--- src/rtl/segre_pkg.sv ---
// Shared types for the segre memory arbiter.
//   arb_state_e : arbiter FSM states (idle, memory busy, response).
//   owner_e     : which cache path owns the current memory transaction.
package segre_pkg;

    typedef enum logic [1:0] {
        ARB_IDLE = 2'd0,
        ARB_BUSY = 2'd1,
        ARB_RESP = 2'd2
    } arb_state_e;

    typedef enum logic {
        OWN_IC = 1'b0,
        OWN_DC = 1'b1
    } owner_e;

endpackage

--- src/rtl/segre_rr_arbiter2.sv ---
// Two-way round-robin pick between the IC and DC requesters.
// Ports:
//   last_owner_i  in  1  owner of the previous grant (0 = IC, 1 = DC)
//   req_i         in  2  pending requests, [0] = IC, [1] = DC
//   gnt_o         out 2  one-hot pick (all zero when nothing is requested)
// A lone requester always wins; on conflict the side that did not own the
// previous grant wins.
module segre_rr_arbiter2
    import segre_pkg::*;
(
    input  logic       last_owner_i,
    input  logic [1:0] req_i,
    output logic [1:0] gnt_o
);

    always_comb begin
        gnt_o = 2'b00;
        case (req_i)
            2'b01:   gnt_o = 2'b01;
            2'b10:   gnt_o = 2'b10;
            2'b11:   gnt_o = (last_owner_i == OWN_DC) ? 2'b01 : 2'b10;
            default: gnt_o = 2'b00;
        endcase
    end

endmodule

--- src/rtl/segre_mem_arbiter.sv ---
// Shares the single main-memory port between the instruction-cache refill
// path (IC) and the data-cache miss/writeback path (DC). One transaction is
// in flight at a time; conflicts are resolved round-robin.
// Ports:
//   clk_i, rst_i                         clock, asynchronous active-high reset
//   ic_req_i/ic_addr_i                   IC read request and line address
//   ic_gnt_o/ic_rvalid_o/ic_rdata_o      IC grant pulse, read-data pulse, data
//   dc_req_i/dc_we_i/dc_addr_i/dc_wdata_i DC request (read or writeback)
//   dc_gnt_o/dc_rvalid_o/dc_rdata_o      DC grant pulse, done pulse, data
//   mem_req_o/mem_we_o/mem_addr_o/mem_wdata_o  memory request, held until ack
//   mem_ack_i/mem_rdata_i                memory done, read data same cycle
//   stat_ic_gnt_o/stat_dc_gnt_o/stat_stall_o   statistics counters
// Configuration macro SEGRE_MEM_ARB_STATS_EN: when defined, the statistics
// counters are built (saturating); otherwise the stat ports are tied to 0.
module segre_mem_arbiter
    import segre_pkg::*;
#(
    parameter int ADDR_SIZE = 32,
    parameter int LINE_SIZE = 128,
    parameter int CNT_WIDTH = 32
) (
    input  logic                 clk_i,
    input  logic                 rst_i,
    input  logic                 ic_req_i,
    input  logic [ADDR_SIZE-1:0] ic_addr_i,
    output logic                 ic_gnt_o,
    output logic                 ic_rvalid_o,
    output logic [LINE_SIZE-1:0] ic_rdata_o,
    input  logic                 dc_req_i,
    input  logic                 dc_we_i,
    input  logic [ADDR_SIZE-1:0] dc_addr_i,
    input  logic [LINE_SIZE-1:0] dc_wdata_i,
    output logic                 dc_gnt_o,
    output logic                 dc_rvalid_o,
    output logic [LINE_SIZE-1:0] dc_rdata_o,
    output logic                 mem_req_o,
    output logic                 mem_we_o,
    output logic [ADDR_SIZE-1:0] mem_addr_o,
    output logic [LINE_SIZE-1:0] mem_wdata_o,
    input  logic                 mem_ack_i,
    input  logic [LINE_SIZE-1:0] mem_rdata_i,
    output logic [CNT_WIDTH-1:0] stat_ic_gnt_o,
    output logic [CNT_WIDTH-1:0] stat_dc_gnt_o,
    output logic [CNT_WIDTH-1:0] stat_stall_o
);

    arb_state_e           state_q;
    owner_e               owner_q;
    owner_e               last_owner_q;
    logic                 we_q;
    logic [ADDR_SIZE-1:0] addr_q;
    logic [LINE_SIZE-1:0] wdata_q;
    logic [LINE_SIZE-1:0] rdata_q;

    logic [1:0] pick;
    logic [1:0] arb_gnt;
    logic       in_idle;

    segre_rr_arbiter2 u_rr (
        .last_owner_i (last_owner_q),
        .req_i        ({dc_req_i, ic_req_i}),
        .gnt_o        (pick)
    );

    assign in_idle = (state_q == ARB_IDLE);
    assign arb_gnt = in_idle ? pick : 2'b00;

    // Grants are combinational, so they are masked by reset to keep every
    // output at 0 while reset is asserted.
    assign ic_gnt_o = arb_gnt[0] & ~rst_i;
    assign dc_gnt_o = arb_gnt[1] & ~rst_i;

    always_ff @(posedge clk_i or posedge rst_i) begin
        if (rst_i) begin
            state_q      <= ARB_IDLE;
            owner_q      <= OWN_DC;
            last_owner_q <= OWN_DC;
            we_q         <= 1'b0;
            addr_q       <= '0;
            wdata_q      <= '0;
            rdata_q      <= '0;
        end else begin
            case (state_q)
                ARB_IDLE: begin
                    if (arb_gnt != 2'b00) begin
                        state_q      <= ARB_BUSY;
                        owner_q      <= arb_gnt[1] ? OWN_DC : OWN_IC;
                        last_owner_q <= arb_gnt[1] ? OWN_DC : OWN_IC;
                        we_q         <= arb_gnt[1] & dc_we_i;
                        addr_q       <= arb_gnt[1] ? dc_addr_i : ic_addr_i;
                        wdata_q      <= arb_gnt[1] ? dc_wdata_i : '0;
                    end
                end
                ARB_BUSY: begin
                    if (mem_ack_i) begin
                        rdata_q <= mem_rdata_i;
                        state_q <= ARB_RESP;
                    end
                end
                ARB_RESP: state_q <= ARB_IDLE;
                default:  state_q <= ARB_IDLE;
            endcase
        end
    end

    assign mem_req_o   = (state_q == ARB_BUSY);
    assign mem_we_o    = we_q;
    assign mem_addr_o  = addr_q;
    assign mem_wdata_o = wdata_q;

    assign ic_rvalid_o = (state_q == ARB_RESP) && (owner_q == OWN_IC);
    assign dc_rvalid_o = (state_q == ARB_RESP) && (owner_q == OWN_DC);
    assign ic_rdata_o  = rdata_q;
    assign dc_rdata_o  = rdata_q;

`ifdef SEGRE_MEM_ARB_STATS_EN
    logic [CNT_WIDTH-1:0] ic_cnt_q;
    logic [CNT_WIDTH-1:0] dc_cnt_q;
    logic [CNT_WIDTH-1:0] stall_cnt_q;
    logic                 stall_evt;

    // A stall cycle is an arbitration cycle in which one requester loses.
    assign stall_evt = in_idle & ic_req_i & dc_req_i;

    always_ff @(posedge clk_i or posedge rst_i) begin
        if (rst_i) begin
            ic_cnt_q    <= '0;
            dc_cnt_q    <= '0;
            stall_cnt_q <= '0;
        end else begin
            if (arb_gnt[0] && (ic_cnt_q != '1))
                ic_cnt_q <= ic_cnt_q + CNT_WIDTH'(1);
            if (arb_gnt[1] && (dc_cnt_q != '1))
                dc_cnt_q <= dc_cnt_q + CNT_WIDTH'(1);
            if (stall_evt && (stall_cnt_q != '1))
                stall_cnt_q <= stall_cnt_q + CNT_WIDTH'(1);
        end
    end

    assign stat_ic_gnt_o = ic_cnt_q;
    assign stat_dc_gnt_o = dc_cnt_q;
    assign stat_stall_o  = stall_cnt_q;
`else
    assign stat_ic_gnt_o = '0;
    assign stat_dc_gnt_o = '0;
    assign stat_stall_o  = '0;
`endif

endmodule
--- config.mk ---
export PLATFORM = sky130hd
export DESIGN_NAME = segre_mem_arbiter
export DESIGN_NICKNAME = d
export VERILOG_FILES = /design/src/rtl/segre_pkg.sv /design/src/rtl/segre_rr_arbiter2.sv /design/src/rtl/segre_mem_arbiter.sv
export SDC_FILE = /design/constraint.sdc
export NUM_CORES = 1
export LEC_CHECK = 0
export ABC_AREA = 1
export CORE_AREA = 3 3 327 329
export DETAILED_ROUTE_END_ITERATION = 10
export DIE_AREA = 0 0 330 332
export GPL_TIMING_DRIVEN = 0
export SETUP_SLACK_MARGIN = 0.02
export SLEW_MARGIN = 10
export SYNTH_ARGS = -nofsm -noshare
export SYNTH_HDL_FRONTEND = slang
export SYNTH_SLANG_ARGS = --single-unit
--- constraint.sdc ---
create_clock -name clk_i -period 25.9 [get_ports clk_i]
set_clock_uncertainty 0.1 [all_clocks]
set_input_delay 3.885 -clock clk_i [delete_from_list [all_inputs] [get_ports clk_i]]
set_output_delay 3.885 -clock clk_i [all_outputs]
set_load 0.05 [all_outputs]
==> flow_summary.json <==
{
  "p_comb_share_pct": 64.0,
  "die_y_um": 332,
  "die_x_um": 330,
  "rsz0062_at_grt": "no",
  "setup_viol": 0,
  "critPathLaunchType": "input port",
  "cts_buffers": 37,
  "seq_area_frac_synth_pct": 53.7,
  "p_int_mw": 1.82,
  "crit_required_ns": 21.92,
  "grt_start_max_net_pins": 101,
  "slew-limit-headroom_pct": 20.0,
  "ys_types": 22,
  "hold_viol_final": 0,
  "synth_area_um2": 13600,
  "clkTransAtPathRegs_ns": 0.05,
  "root_buffer": "clkbuf_16",
  "seqPwrFrac_pct": 22.3,
  "placed_area_um2": 23200,
  "hold_ws_ns": 0.378,
  "p_leak_nw": 11.9,
  "clockBufferDepth": 3,
  "ctsHoldBuffers": 0,
  "gp_congestion": 0.824,
  "fmax_mhz": 94.2,
  "synth-seq-cells": 292,
  "switchingPower_mw": 2.09,
  "syn_inst": 1606,
  "wl_mm": 63.3,
  "avgViaCountPerCell": 3.32,
  "ir_drop_mv": 0.140,
  "regArea_um2": 7310,
  "ios": 844,
  "clk_latency_ns": 0.57,
  "postCtsSetupBuffers": 0,
  "multi_input_area_um2": 3750,
  "p_clk_share_pct": 13.7,
  "drt-wirelength-per-cell_um": 16.2,
  "worstMarginPinSlew_ns": 1.20,
  "post-dp-hpwl_mm": 50.7,
  "fin_nets": 2814,
  "cts_sinks": 292,
  "num_vias": 12900,
  "period_needed_ns": 10.61,
  "drc": 0,
  "critPathKind": "input port to primary output",
  "syn_area_per_cell_um2": 8.47,
  "cp_data_arrival_time_ns": 6.63,
  "end_kind": "primary output",
  "tns_ns": 0,
  "htree_levels": 2,
  "cp_max_fo": 10,
  "grt_pass1_wl_mm": 91.3,
  "fillCellCount": 11300,
  "hold_class": "flop to flop",
  "fin_crit_sh_pct": 41.0,
  "ant_nets": 0,
  "max_cap_violations": 0,
  "cellPowerDensity_nw_per_um2": 160,
  "grt_use_total_pct": 11.2,
  "start_util_pct": 13.1,
  "post_cts_resized": 0,
  "run_status": "complete, no violations",
  "final_area_um2": 24500,
  "area_growth_pct": 79.9,
  "antenna_found_initial": 6,
  "drt-initial-drc-count": 435,
  "io_buffers": 746,
  "post-route-util_pct": 23.6,
  "grt_pass1_vias": 13500,
  "swShare_pct": 53.4,
  "fp.coreArea_um2": 104000,
  "dr.pass1.iters": 7,
  "slew_viol_final": 0,
  "tritoncts": "done",
  "design.die.area_um2": 110000,
  "grt-ovfl-total": 0,
  "rows": 118,
  "synth_warnings": 0,
  "final_layout_size_suffix_gt1_share_pct": 14.0
}
[metal layers]
metal	vias to the layer above	part of all wire, %	GRT usage, %	routed length [um]
li1	6299	-	-	-
met1	5967	40	13.1	25100
met2	572	48	18.9	30100
met3	98	9.0	3.74	5710
met4	0	3.7	4.47	2340
met5	-	0	0	0
[cell type report]
| class | instances | share of cell area [%] |
|---|---|---|
| Multi-Input combinational cell | 911 | 15.3 |
| Clock inverter | 11 | 0.455 |
| Buffer | 299 | 8.79 |
| Clock buffer | 55 | 4.64 |
| Tap cell | 1380 | 7.06 |
| Antenna cell | 2 | 0.0205 |
| Inverter | 199 | 3.08 |
| Sequential cell | 292 | 29.9 |
| Timing Repair Buffer | 748 | 30.7 |
[power by group through the flow]
stage               Sequential [mW]  Clock (mW)  Combinational [mW]
finish                        0.870       0.536                2.50
global route                  0.897       0.575                2.63
CTS                           0.870       0.558                2.54
detailed placement            0.870           0                2.53
global placement              0.869           0                2.52
floorplan                      1.60           0               0.851
[registers in the layout, summed over array words and instances, names as in the netlist]
| signal | cells |
|---|---|
| mem_addr_o | 32 |
| state_q | 2 |
| last_owner_q | 1 |
| mem_we_o | 1 |
| mem_wdata_o | 128 |
| dc_rdata_o | 128 |
[worst paths after layout]
kind | start | to | slack, ns | cells past startpoint
min in group asynchronous | rst_i | mem_addr_o[14]$_DFFE_PP0P_ | 3.81 | 2
worst min-delay path | mem_wdata_o[42]$_DFFE_PP0P_ | mem_wdata_o[42]$_DFFE_PP0P_ | 0.38 | 2
worst max-delay path | ic_req_i | dc_gnt_o | 15.29 | 6
worst min register to register | mem_wdata_o[42]$_DFFE_PP0P_ | mem_wdata_o[42]$_DFFE_PP0P_ | 0.38 | 2
worst max register to register | last_owner_q$_DFFE_PP1P_ | mem_addr_o[5]$_DFFE_PP0P_ | 23.37 | 5
max in group asynchronous | rst_i | dc_rdata_o[62]$_DFFE_PP0P_ | 20.79 | 3
[cell usage after synthesis, drive strengths merged]
| cell | instances | area share (%) |
|---|---|---|
| clkbuf | 18 | 0.51 |
| buf | 281 | 15 |
| nand3 | 33 | 1.3 |
| dfstp | 1 | 0.19 |
| a211oi | 1 | 0.055 |
| nor3 | 2 | 0.074 |
| nor2 | 2 | 0.17 |
| nand4 | 32 | 1.5 |
| nand2 | 613 | 17 |
| o21ai | 132 | 4.9 |
| dfrtp | 291 | 54 |
| conb | 1 | 0.028 |
| inv | 199 | 5.5 |
[stage by stage]
stage	setup slack [ns]	std cells	power, mW
detailed placement	15.06	3829	3.40
global placement	9.07	3827	3.39
global route	14.99	3896	4.11
CTS	15.05	3895	3.96
floorplan	13.85	1701	2.45
finish	15.29	3897	3.91
[kinds of logic (layout without fill, tap and decap cells)]
| kind of cell | after synthesis | after routing | share of synthesized area [%] |
|---|---|---|---|
| AO/OA/AOI/OAI | 133 | 133 | 4.99 |
| buffers and inverters | 498 | 1312 | 21.3 |
| flip-flops | 292 | 292 | 53.7 |
| other | 1 | 98 | 0.0276 |
| AND/OR/NAND/NOR | 682 | 682 | 20.0 |
[layout by cell type (no fill, tap or decap), types with 3 or more instances in the layout]
master / netlist / routed
buf_4: 238 / 238
buf_6: 13 / 13
clkdlybuf4s50_1: 0 / 746
inv_2: 3 / 3
nand2_1: 612 / 612
inv_1: 196 / 195
conb_1: 1 / 96
o21ai_0: 101 / 101
clkbuf_8: 0 / 10
clkinv_2: 0 / 7
o21ai_1: 30 / 30
nand4_1: 32 / 32
clkbuf_1: 17 / 23
clkbuf_16: 0 / 39
buf_2: 30 / 30
nand3_1: 32 / 32
dfrtp_1: 291 / 291
[critical path: stages]
cell	delay (ns)
clkdlybuf4s50_1	0.48
nand2_1	0.57
nand3_4	0.24
clkbuf_2	0.42
nor2_1	0.19
clkdlybuf4s50_1	0.84
Note: power is estimated with default switching activity, not from simulation.
